<file path="src/rtl/rd_bus_arbiter.sv">
// Read-bus arbiter: shares one block-read bus between the ICache and DCache.
// Define ARB_RR_EN for round-robin tie-breaking; default build uses fixed DCache priority.
module rd_bus_arbiter #(
    parameter int BLK_LEN  = 4,
    parameter int BLK_SIZE = BLK_LEN * 32
) (
    input  logic                cpu_clk,
    input  logic                cpu_rst,

    output logic                ic_rrdy,
    input  logic [3:0]          ic_ren,
    input  logic [31:0]         ic_raddr,
    output logic                ic_rvalid,
    output logic [BLK_SIZE-1:0] ic_rdata,

    output logic                dc_rrdy,
    input  logic [3:0]          dc_ren,
    input  logic [31:0]         dc_raddr,
    output logic                dc_rvalid,
    output logic [BLK_SIZE-1:0] dc_rdata,

    input  logic                bus_rrdy,
    output logic [3:0]          bus_ren,
    output logic [31:0]         bus_raddr,
    input  logic                bus_rvalid,
    input  logic [BLK_SIZE-1:0] bus_rdata
);

    typedef enum logic [1:0] {
        IDLE = 2'd0,
        REQ  = 2'd1,
        WAIT = 2'd2
    } state_t;

    typedef enum logic {
        OWN_IC = 1'b0,
        OWN_DC = 1'b1
    } owner_t;

    state_t      state;
    state_t      state_nx;
    owner_t      owner;
    owner_t      last_owner;
    owner_t      winner;

    logic        ic_pend;
    logic        dc_pend;
    logic [3:0]  ic_ren_q;
    logic [3:0]  dc_ren_q;
    logic [31:0] ic_addr_q;
    logic [31:0] dc_addr_q;

    logic        ic_cap;
    logic        dc_cap;
    logic        done;
    logic        ic_done;
    logic        dc_done;
    logic        grant;

    assign ic_rrdy = ~ic_pend;
    assign dc_rrdy = ~dc_pend;

    // A request is only accepted into an empty slot; a busy slot ignores ren.
    assign ic_cap  = ic_rrdy & (ic_ren != 4'd0);
    assign dc_cap  = dc_rrdy & (dc_ren != 4'd0);

    // A bus response outside IDLE completes the transaction of the current owner.
    assign done    = bus_rvalid & (state != IDLE);
    assign ic_done = done & (owner == OWN_IC);
    assign dc_done = done & (owner == OWN_DC);

    // Grant looks only at registered slots, so capture and grant never share an edge.
    assign grant   = (state == IDLE) & bus_rrdy & (ic_pend | dc_pend);

    // NOTE: sequential state uses non-blocking assignments so every register
    // samples the pre-edge values of the others.
    always_ff @(posedge cpu_clk or negedge cpu_rst) begin
        // NOTE: the latched address/ren are reset as well; they are a few flops,
        // not a memory, and a clean reset keeps them out of X-propagation.
        if (!cpu_rst) begin
            ic_pend   <= 1'b0;
            ic_ren_q  <= 4'd0;
            ic_addr_q <= 32'd0;
        end else if (ic_cap) begin
            ic_pend   <= 1'b1;
            ic_ren_q  <= ic_ren;
            ic_addr_q <= ic_raddr;
        end else if (ic_done) begin
            ic_pend   <= 1'b0;
        end
    end

    always_ff @(posedge cpu_clk or negedge cpu_rst) begin
        if (!cpu_rst) begin
            dc_pend   <= 1'b0;
            dc_ren_q  <= 4'd0;
            dc_addr_q <= 32'd0;
        end else if (dc_cap) begin
            dc_pend   <= 1'b1;
            dc_ren_q  <= dc_ren;
            dc_addr_q <= dc_raddr;
        end else if (dc_done) begin
            dc_pend   <= 1'b0;
        end
    end

    // NOTE: every signal written here gets a default first, so no path can
    // leave it unassigned and infer a latch.
    always_comb begin
        winner = OWN_IC;
        if (ic_pend && dc_pend) begin
`ifdef ARB_RR_EN
            winner = (last_owner == OWN_DC) ? OWN_IC : OWN_DC;
`else
            winner = OWN_DC;
`endif
        end else if (dc_pend) begin
            winner = OWN_DC;
        end
    end

`ifndef ARB_RR_EN
    // last_owner is still tracked in fixed-priority builds for debug visibility.
    logic unused_last_owner;
    assign unused_last_owner = last_owner;
`endif

    always_ff @(posedge cpu_clk or negedge cpu_rst) begin
        if (!cpu_rst) begin
            state <= IDLE;
        end else begin
            state <= state_nx;
        end
    end

    always_comb begin
        state_nx = state;
        case (state)
            IDLE:    if (grant) state_nx = REQ;
            REQ:     state_nx = bus_rvalid ? IDLE : WAIT;
            WAIT:    if (bus_rvalid) state_nx = IDLE;
            default: state_nx = IDLE;
        endcase
    end

    // bus_ren is a one-cycle strobe loaded on grant; bus_raddr holds until the next grant.
    always_ff @(posedge cpu_clk or negedge cpu_rst) begin
        if (!cpu_rst) begin
            bus_ren    <= 4'd0;
            bus_raddr  <= 32'd0;
            owner      <= OWN_IC;
            last_owner <= OWN_IC;
        end else begin
            bus_ren <= 4'd0;
            if (grant) begin
                owner     <= winner;
                bus_ren   <= (winner == OWN_DC) ? dc_ren_q  : ic_ren_q;
                bus_raddr <= (winner == OWN_DC) ? dc_addr_q : ic_addr_q;
            end
            if (done) begin
                last_owner <= owner;
            end
        end
    end

    assign ic_rvalid = bus_rvalid & (state != IDLE) & (owner == OWN_IC);
    assign dc_rvalid = bus_rvalid & (state != IDLE) & (owner == OWN_DC);
    assign ic_rdata  = bus_rdata;
    assign dc_rdata  = bus_rdata;

endmodule

</file>
<file path="config.mk">
export PLATFORM = sky130hd
export DESIGN_NAME = rd_bus_arbiter
export DESIGN_NICKNAME = d
export VERILOG_FILES = /design/src/rtl/rd_bus_arbiter.sv
export SDC_FILE = /design/constraint.sdc
export NUM_CORES = 1
export LEC_CHECK = 0
export CAP_MARGIN = 0
export CORE_AREA = 2 2 195 197
export CTS_CLUSTER_DIAMETER = 60
export DETAILED_ROUTE_END_ITERATION = 10
export DIE_AREA = 0 0 197 199
export PLACE_DENSITY_LB_ADDON = 0.1
export SYNTH_ARGS = -nofsm -noshare
export SYNTH_HDL_FRONTEND = slang
export SYNTH_SLANG_ARGS = --single-unit
</file>
<file path="constraint.sdc">
create_clock -name cpu_clk -period 2 [get_ports cpu_clk]
set_clock_uncertainty 0.05 [all_clocks]
set_input_delay 0.6 -clock cpu_clk [delete_from_list [all_inputs] [get_ports cpu_clk]]
set_output_delay 0.6 -clock cpu_clk [all_outputs]
set_load 0.01 [all_outputs]
</file>
==> impl_metrics.env, run 1 <==
export IMPL_cts_buffer_depth=2
export IMPL_dp_hpwl_mm=15.1
export IMPL_slowest_stage="dfrtp_1"
export IMPL_n_fill_cell=4026
export IMPL_cp_max_fo=3
export IMPL_slew_headroom_pct=76.9
export IMPL_synth_seq_cells=113
export IMPL_worstSetupEndpointType="primary output"
export IMPL_drt_wl_total_mm=20.7
export IMPL_hold_violations=0
export IMPL_syn_nets=755
export IMPL_via_count=3289
export IMPL_r2r_start="state[0]$_DFFE_PN0P_"
export IMPL_drc=0
export IMPL_num_rows=71
export IMPL_overflow=0
export IMPL_rsz0062_at_grt="true"
export IMPL_core_area_um2=37100
export IMPL_clock_latency_ps=430
export IMPL_ant_nets=0
export IMPL_postCtsHoldBufs=0
export IMPL_cts_made_buffers=17
export IMPL_avgSynthCellArea_um2=12.2
export IMPL_vias_per_cell=3.51
export IMPL_postLayoutCellArea_um2=7280
export IMPL_synth_top_family_by_area="buffers and inverters"
export IMPL_area_delta_synth_final_pct=8.12
export IMPL_drt_iter0_markers=61
export IMPL_first_pass_iters=4
export IMPL_final_max_slew_viol_count=0
export IMPL_stdcell_count=936
export IMPL_track_usage_pct=10.5
export IMPL_synthAdderAreaFrac_pct=0
export IMPL_root_buffer="clkbuf_16"
export IMPL_ir_worst_vdd_mv=0.601
export IMPL_clk_pin_slew_ps=60
export IMPL_start_kind="flip-flop"
export IMPL_synth_area_um2=6730
export IMPL_start_util_pct=18.1
export IMPL_cp_data_required_time_ps=1350
export IMPL_max_slew_worst_pin_slew_ps=347
export IMPL_finalCritPeriodShare_pct=99.4
export IMPL_ys_types=17
export IMPL_fin_crit_ps=1990
export IMPL_synth_mux_area_fraction_pct=24.0
export IMPL_rr_endpoint="dc_pend$_DFFE_PN0P_"
export IMPL_crit_chain="o21ai_2, nor2_2, buf_4, buf_2"
export IMPL_p_leak_nw=3.14
export IMPL_seqCellArea_um2=2830
export IMPL_wire_per_inst_um=22.1
export IMPL_dieArea_um2=39200
export IMPL_final_setup_tns_ps=0
export IMPL_antenna_found_initial=4
export IMPL_worstPathArrival_ps=1340
export IMPL_synth_xor_area_share_pct=0.130
export IMPL_drive_gt1_share_pct=43.9
export IMPL_layout_commonest_cell="dfrtp_1"
export IMPL_critical_path_max_stage_delay_ps=410
export IMPL_hold_path_class="input port to asynchronous set/reset pin"
export IMPL_ys_seq_area_share_pct=42.0
export IMPL_maxCapViolCount=0
export IMPL_grt_start_max_net_pins=39
export IMPL_most_common_layout_cells="dfrtp_1 (112), mux2_2 (99), clkdlybuf4s50_1 (76), mux2_4 (30), buf_4 (26)"
export IMPL_cts_sinks=113
export IMPL_place_gp_congestion=0.681
export IMPL_ctsHtreeMaxLevel=4
export IMPL_total_power_mw=11.5
export IMPL_dp_cells=892
export IMPL_r2r_slack_ps=130
export IMPL_ys_warn_count=0
export IMPL_grt_pass1_wl_mm=28.6
export IMPL_crit_type="flip-flop to primary output"
export IMPL_setup_viol=0
export IMPL_powerDensity_nw_per_um2=1570
export IMPL_r2r_cells=11
export IMPL_port_buffers=115
export IMPL_yosys_area_share_simple_pct=1.08
export IMPL_multiInputGateArea_um2=1810
export IMPL_finalNetCount=652
export IMPL_die_h_um=199
export IMPL_pin_count=500
export IMPL_placement_cell_area_um2=6660
export IMPL_grt_pass1_vias=3878
export IMPL_syn_inst=551
export IMPL_run_status="finished clean"
export IMPL_dieWidth_um=197
export IMPL_cts_tree="yes"
export IMPL_fmax_ghz=0.503
export IMPL_synth_compound_area_share_pct=1.52
[critical path: cells and delay by family (launching register included)]
kind | cells | cell delay [ps]
buf+inv | 2 | 250
compound gates | 1 | 180
flops | 1 | 410
simple gates | 1 | 60
[worst max-delay path by stage]
stage | from | endpoint | slack (ps) | cells past startpoint
floorplan | ic_ren[1] | ic_addr_q[11]$_DFFE_PN0P_ | 310 | 4
global placement | bus_rvalid | dc_rvalid | -540 | 4
detailed placement | bus_rvalid | ic_rvalid | -540 | 4
CTS | state[1]$_DFFE_PN0P_ | dc_pend$_DFFE_PN0P_ | -40 | 13
global route | state[0]$_DFFE_PN0P_ | dc_rvalid | -60 | 4
finish | state[0]$_DFFE_PN0P_ | dc_rvalid | 10 | 4
[per-stage QoR]
step           util (%)  hold WS [ps]  setup slack, ps
6_report           19.6          17.8             11.1
4_1_cts            19.5          6.98            -44.6
3_3_place_gp       17.9           435             -542
5_1_grt            19.6          25.0            -60.2
3_5_place_dp       17.9           443             -541
2_1_floorplan         -           254              307
[power by group]
part	switching, mW	internal [mW]
logic	1.78	2.77
registers	0.580	3.46
clock network	1.16	1.72
total	3.51	7.94
[registers in the layout (all words and copies together) (netlist names)]
| signal | count |
|---|---|
| bus_raddr | 32 |
| dc_addr_q | 32 |
| ic_addr_q | 32 |
| bus_ren | 4 |
| dc_ren_q | 4 |
| ic_ren_q | 4 |
| state | 2 |
| dc_pend | 1 |
| ic_pend | 1 |
| owner | 1 |
[repair_timing]
item	4_1_cts	5_1_grt
buffers inserted	12	1
resized for setup	35	12
pin swaps	2	3
gates cloned	0	0
endpoints found under the setup margin	26	12
[area by class of cell]
class                      count  share of cell area, %
timing repair buffer         147                   20.1
inverter                      11                  0.567
clock buffer                  20                   6.14
antenna                        2                 0.0688
tap                          474                   8.15
sequential                   113                   38.9
clock inverter                11                   1.25
multi-input combinational    158                   24.9
[logic make-up after synthesis]
group,count (synthesis)
AO/OA/AOI/OAI,11
XOR/XNOR,1
buffers and inverters,280
flip-flops,113
multiplexers,134
AND/OR/NAND/NOR,12
[synthesized netlist by cell type]
cell       instances  area (um^2)
mux2_4            30          450
nor2_1             8         30.0
o2bb2ai_1          7         61.3
buf_4            257         1930
o211ai_4           1         21.3
dfrtp_1          113         2830
inv_1             10         37.5
xnor2_1            1         8.76
mux2i_1            5         50.1
inv_2              1         3.75
o21ai_0            1         5.00
nor4_2             2         25.0
buf_6             12          135
nor2_2             1         6.26
nor2_4             1         11.3
mux2_2            99         1110
o21bai_1           2         15.0
[routing by layer]
| layer | GRT usage, % | part of all wire, % | vias up | wire length (um) |
|---|---|---|---|---|
| met4 | 3.93 | 2.3 | 4 | 473 |
| met5 | 2.30 | 0.54 | - | 112 |
| met2 | 16.3 | 46 | 354 | 9510 |
| met1 | 9.00 | 31 | 1525 | 6320 |
| li1 | - | - | 1357 | - |
| met3 | 10.7 | 21 | 49 | 4300 |
No activity file was read; power rests on OpenSTA's default activity.
==> run 2: changes to the inputs <==
Settings changed: DONT_BUFFER_PORTS from default to 1, SKIP_LAST_GASP from default to 1.
==> impl_metrics.env, run 2 (synthesized netlist as in run 1, its figures left out) <==
export IMPL_crit_end="ic_rvalid"
export IMPL_r2r_start="dc_pend$_DFFE_PN0P_"
export IMPL_track_usage_pct=9.84
export IMPL_p_sw_share_pct=30.3
export IMPL_cts_buffer_depth=2
export IMPL_start_kind="flip-flop"
export IMPL_root_buffer="clkbuf_16"
export IMPL_drt_wl_total_mm=19.3
export IMPL_most_common_layout_cells="dfrtp_1 (112), mux2_2 (99), mux2_4 (30), clkbuf_16 (17), inv_1 (9)"
export IMPL_fin_crit_ps=1860
export IMPL_start_util_pct=18.1
export IMPL_area_delta_synth_final_pct=-11.1
export IMPL_wire_per_inst_um=24.1
export IMPL_power_switching_mw=3.25
export IMPL_utilization_pct=16.1
export IMPL_pin_count=500
export IMPL_drive_gt1_share_pct=54.7
export IMPL_drc=0
export IMPL_cp_data_required_time_ps=1350
export IMPL_pwr_share_seq_pct=40.6
export IMPL_startpoint="state[1]$_DFFE_PN0P_"
export IMPL_clock_latency_ps=420
export IMPL_cts_sinks=113
export IMPL_crit_type="flip-flop to primary output"
export IMPL_place_gp_congestion=0.631
export IMPL_postLayoutCellArea_um2=5990
export IMPL_multiInputGateArea_um2=1800
export IMPL_vias_per_cell=3.51
export IMPL_seqCellArea_um2=2830
export IMPL_largest_registers="bus_raddr: 32 flops, dc_addr_q: 32 flops, ic_addr_q: 32 flops"
export IMPL_finalCritPeriodShare_pct=93.0
export IMPL_clkPwrFrac_pct=28.5
export IMPL_antenna_found_initial=9
export IMPL_hold_violations=113
export IMPL_overflow=0
export IMPL_final_setup_tns_ps=0
export IMPL_via_count=2810
export IMPL_cts_tree="yes"
export IMPL_ctsHtreeMaxLevel=4
export IMPL_worstSetupEndpointType="primary output"
export IMPL_ant_nets=0
export IMPL_powerDensity_nw_per_um2=1790
export IMPL_p_leak_nw=2.41
export IMPL_cts_made_buffers=17
export IMPL_dieWidth_um=197
export IMPL_finalNetCount=515
export IMPL_placement_cell_area_um2=5380
export IMPL_total_power_mw=10.7
export IMPL_stdcell_count=800
export IMPL_clk_pin_slew_ps=60
export IMPL_grt_pass1_vias=3174
export IMPL_worstPathArrival_ps=1210
export IMPL_r2r_cells=5
export IMPL_ir_worst_vdd_mv=0.575
export IMPL_cp_max_fo=3
export IMPL_hold_path_class="input port to asynchronous set/reset pin"
export IMPL_p_int_mw=7.49
export IMPL_rr_endpoint="bus_raddr[23]$_DFFE_PN0P_"
export IMPL_num_rows=71
export IMPL_n_fill_cell=4068
export IMPL_slew_headroom_pct=76.5
export IMPL_first_pass_iters=4
export IMPL_hold_slack_ps=-182
export IMPL_dp_hpwl_mm=14.2
export IMPL_grt_pass1_wl_mm=26.2
export IMPL_rsz0062_at_grt="false"
export IMPL_port_buffers=0
export IMPL_drt_iter0_markers=85
export IMPL_layout_commonest_cell="dfrtp_1"
export IMPL_combPwrFrac_pct=30.9
export IMPL_maxCapViolCount=0
export IMPL_r2r_slack_ps=220
export IMPL_run_status="complete, but fails checks"
export IMPL_dp_cells=764
export IMPL_grt_start_max_net_pins=114
export IMPL_setup_viol=0
export IMPL_fmax_ghz=0.538
export IMPL_core_area_um2=37100
export IMPL_violations="hold timing"
export IMPL_max_slew_worst_pin_slew_ps=351
export IMPL_final_max_slew_viol_count=0
export IMPL_die_h_um=199
export IMPL_dieArea_um2=39200
## run 2: cell types whose count changed in the layout (fill, tap and decap cells not counted), moves of 2 or more
cell | before | now
clkinv_2 | 6 | 2
buf_2 | 2 | 0
diode_2 | 2 | 4
buf_4 | 26 | 6
clkdlybuf4s50_1 | 76 | 0
clkbuf_8 | 1 | 3
buf_12 | 7 | 4
clkinvlp_4 | 3 | 5
dlygate4sd2_1 | 25 | 0
dlymetal6s2s_1 | 11 | 0
## run 2: cell type report
type,instances,share of cell area (%)
sequential,113,47.3
multi-input combinational,158,30.1
tap,474,9.90
clock buffer,21,7.86
timing repair buffer,10,2.09
clock inverter,9,1.82
inverter,11,0.752
antenna,4,0.167
## run 2: worst max-delay path, cell delays in order (launching register included)
cell and delay, ps:
dfrtp_1 370, o21ai_0 120, nor2_1 300
## run 2: timing repair
action / 4_1_cts / 5_1_grt
setup endpoints to repair: 1 / 1
gates resized for setup: 2 / 0
endpoints found under the hold margin: 113 / 113
setup buffers: 0 / 2
## run 2: through the flow
| stage | hold slack [ps] | setup slack [ps] |
|---|---|---|
| after detailed placement | 258 | 232 |
| final | -182 | 141 |
| after CTS | -220 | 1.87 |
| after global routing | -220 | 22.2 |
| after global placement | 259 | 225 |
| after floorplan | 254 | 307 |
## run 2: worst min-delay path by stage
| stage | start | endpoint | cells past startpoint |
|---|---|---|---|
| after floorplan | cpu_rst | bus_raddr[0]$_DFFE_PN0P_ | 0 |
| after global placement | cpu_rst | bus_raddr[19]$_DFFE_PN0P_ | 0 |
| after detailed placement | cpu_rst | bus_raddr[19]$_DFFE_PN0P_ | 0 |
| after CTS | cpu_rst | ic_addr_q[11]$_DFFE_PN0P_ | 0 |
| after global routing | cpu_rst | dc_addr_q[15]$_DFFE_PN0P_ | 0 |
| final | cpu_rst | bus_raddr[15]$_DFFE_PN0P_ | 0 |
## run 2: power groups by stage
| stage | Clock [mW] | Combinational (mW) | Sequential, mW |
|---|---|---|---|
| floorplan | 0 | 3.39 | 4.11 |
| global placement | 0 | 3.28 | 4.47 |
| detailed placement | 0 | 3.35 | 4.45 |
| CTS | 3.24 | 3.35 | 4.44 |
| global route | 3.33 | 3.66 | 4.55 |
| finish | 3.06 | 3.32 | 4.37 |
## run 2: routing by layer
layer  wire length, um  vias up  GRT usage, %
li1                  -     1082             -
met1              5820     1306          8.45
met5               147        -          2.30
met3              4520       59          11.3
met4               560       10          4.34
met2              8260      353          13.8
==> run 3: changes to the inputs <==
Settings changed: PLACE_DENSITY_LB_ADDON 0.1 to default.
==> impl_metrics.env, run 3 (synthesized netlist as in run 1, its figures left out) <==
export IMPL_vias_per_cell=3.39
export IMPL_crit_type="flip-flop to primary output"
export IMPL_start_util_pct=18.1
export IMPL_grt_start_max_net_pins=114
export IMPL_most_common_layout_cells="dfrtp_1 (112), mux2_2 (99), mux2_4 (30), clkbuf_16 (17), inv_1 (10)"
export IMPL_worstSetupEndpointType="primary output"
export IMPL_stdcell_count=798
export IMPL_crit_buf_inv=1
export IMPL_crit_chain="inv_1"
export IMPL_post_cts_resized_instances=0
export IMPL_largest_registers="bus_raddr: 32 flops, dc_addr_q: 32 flops, ic_addr_q: 32 flops"
export IMPL_dp_cells=765
export IMPL_hold_violations=113
export IMPL_fin_crit_ps=1860
export IMPL_rsz0062_at_grt="false"
export IMPL_hold_slack_ps=-186
export IMPL_ant_nets=0
export IMPL_dieWidth_um=197
export IMPL_drt_wl_total_mm=17.4
export IMPL_cts_sinks=113
export IMPL_finalCritPeriodShare_pct=93.0
export IMPL_fmax_ghz=0.538
export IMPL_slew_headroom_pct=76.2
export IMPL_critical_path_max_stage_delay_ps=500
export IMPL_grt_pass1_wl_mm=23.5
export IMPL_die_h_um=199
export IMPL_grt_pass1_vias=3046
export IMPL_final_max_slew_viol_count=0
export IMPL_first_pass_iters=4
export IMPL_drive_gt1_share_pct=54.8
export IMPL_worstPathArrival_ps=1210
export IMPL_wire_per_inst_um=21.8
export IMPL_place_gp_congestion=0.714
export IMPL_setup_viol=0
export IMPL_cp_data_required_time_ps=1350
export IMPL_dieArea_um2=39200
export IMPL_n_fill_cell=4080
export IMPL_overflow=0
export IMPL_clock_latency_ps=430
export IMPL_antenna_found_initial=2
export IMPL_crit_family="flip-flops"
export IMPL_cts_buffer_depth=2
export IMPL_finalNetCount=514
export IMPL_num_rows=71
export IMPL_pin_count=500
export IMPL_drt_iter0_markers=70
export IMPL_slowest_stage="dfrtp_2"
export IMPL_cts_made_buffers=17
export IMPL_final_setup_tns_ps=0
export IMPL_root_buffer="clkbuf_16"
export IMPL_dp_hpwl_mm=12.8
export IMPL_port_buffers=0
export IMPL_violations="hold timing"
export IMPL_cts_tree="yes"
export IMPL_ir_worst_vdd_mv=0.898
export IMPL_start_kind="flip-flop"
export IMPL_p_leak_nw=2.43
export IMPL_drc=0
export IMPL_ctsHtreeMaxLevel=4
export IMPL_via_count=2707
export IMPL_cts_setup_buffers=0
export IMPL_powerDensity_nw_per_um2=1810
export IMPL_track_usage_pct=8.90
export IMPL_core_area_um2=37100
export IMPL_max_slew_worst_pin_slew_ps=356
export IMPL_run_status="complete, but fails checks"
export IMPL_maxCapViolCount=0
export IMPL_layout_commonest_cell="dfrtp_1"
export IMPL_hold_path_class="input port to asynchronous set/reset pin"
export IMPL_area_delta_synth_final_pct=-11.2
export IMPL_clk_pin_slew_ps=60
export IMPL_cp_max_fo=7
run 3: changes by cell type in the layout (fill, tap and decap cells not counted), sizes merged:
cell / change
buf: -1
clkbuf: -4
clkinvlp: -4
diode: -3
inv: +8
clkinv: +2
run 3: cell type report:
cell class                 count  area [um^2]  share of cell area [%]
clock inverter                15          175                    2.93
timing repair buffer           9          105                    1.76
sequential                   113         2830                    47.3
tap                          474          593                    9.92
clock buffer                  17          425                    7.12
antenna                        1         2.50                  0.0419
inverter                      11         41.3                   0.691
multi-input combinational    158         1800                    30.2
run 3: per-stage QoR:
| step | utilization (%) | power [mW] | setup slack, ps | area [um^2] | hold WS (ps) |
|---|---|---|---|---|---|
| after floorplan | - | 7.50 | 307 | 6730 | 254 |
| after global placement | 14.5 | 7.66 | 216 | 5370 | 258 |
| after detailed placement | 14.5 | 7.76 | 198 | 5370 | 258 |
| after CTS | 16.1 | 11.1 | 77.4 | 5970 | -237 |
| after global routing | 16.1 | 11.5 | 58.5 | 5970 | -227 |
| final | 16.1 | 10.8 | 140 | 5980 | -186 |
run 3: worst paths after layout:
| check | start | to | slack, ps | depth (start not counted) |
|---|---|---|---|---|
| max | dc_pend$_DFFE_PN0P_ | dc_rrdy | 140 | 1 |
| min | cpu_rst | ic_addr_q[6]$_DFFE_PN0P_ | -190 | 0 |
| max reg2reg | state[1]$_DFFE_PN0P_ | bus_raddr[8]$_DFFE_PN0P_ | 260 | 5 |
| min reg2reg | dc_addr_q[1]$_DFFE_PN0P_ | dc_addr_q[1]$_DFFE_PN0P_ | 450 | 1 |
| max in group asynchronous | cpu_rst | dc_addr_q[29]$_DFFE_PN0P_ | 1900 | 0 |
| min in group cpu_clk | bus_rvalid | state[1]$_DFFE_PN0P_ | 190 | 1 |
run 3: report_power, final:
group	internal [mW]	total [mW]	switching [mW]
logic	2.07	3.27	1.20
registers	3.46	4.36	0.893
clock network	1.88	3.16	1.29
run 3: routing by layer:
layer / part of all wire, % / wire (um) / global-route usage (%)
met1: 28 / 4940 / 7.17
met2: 50 / 8700 / 14.6
met5: 0.075 / 13 / 0.255
met3: 16 / 2770 / 7.05
met4: 5.5 / 950 / 6.27
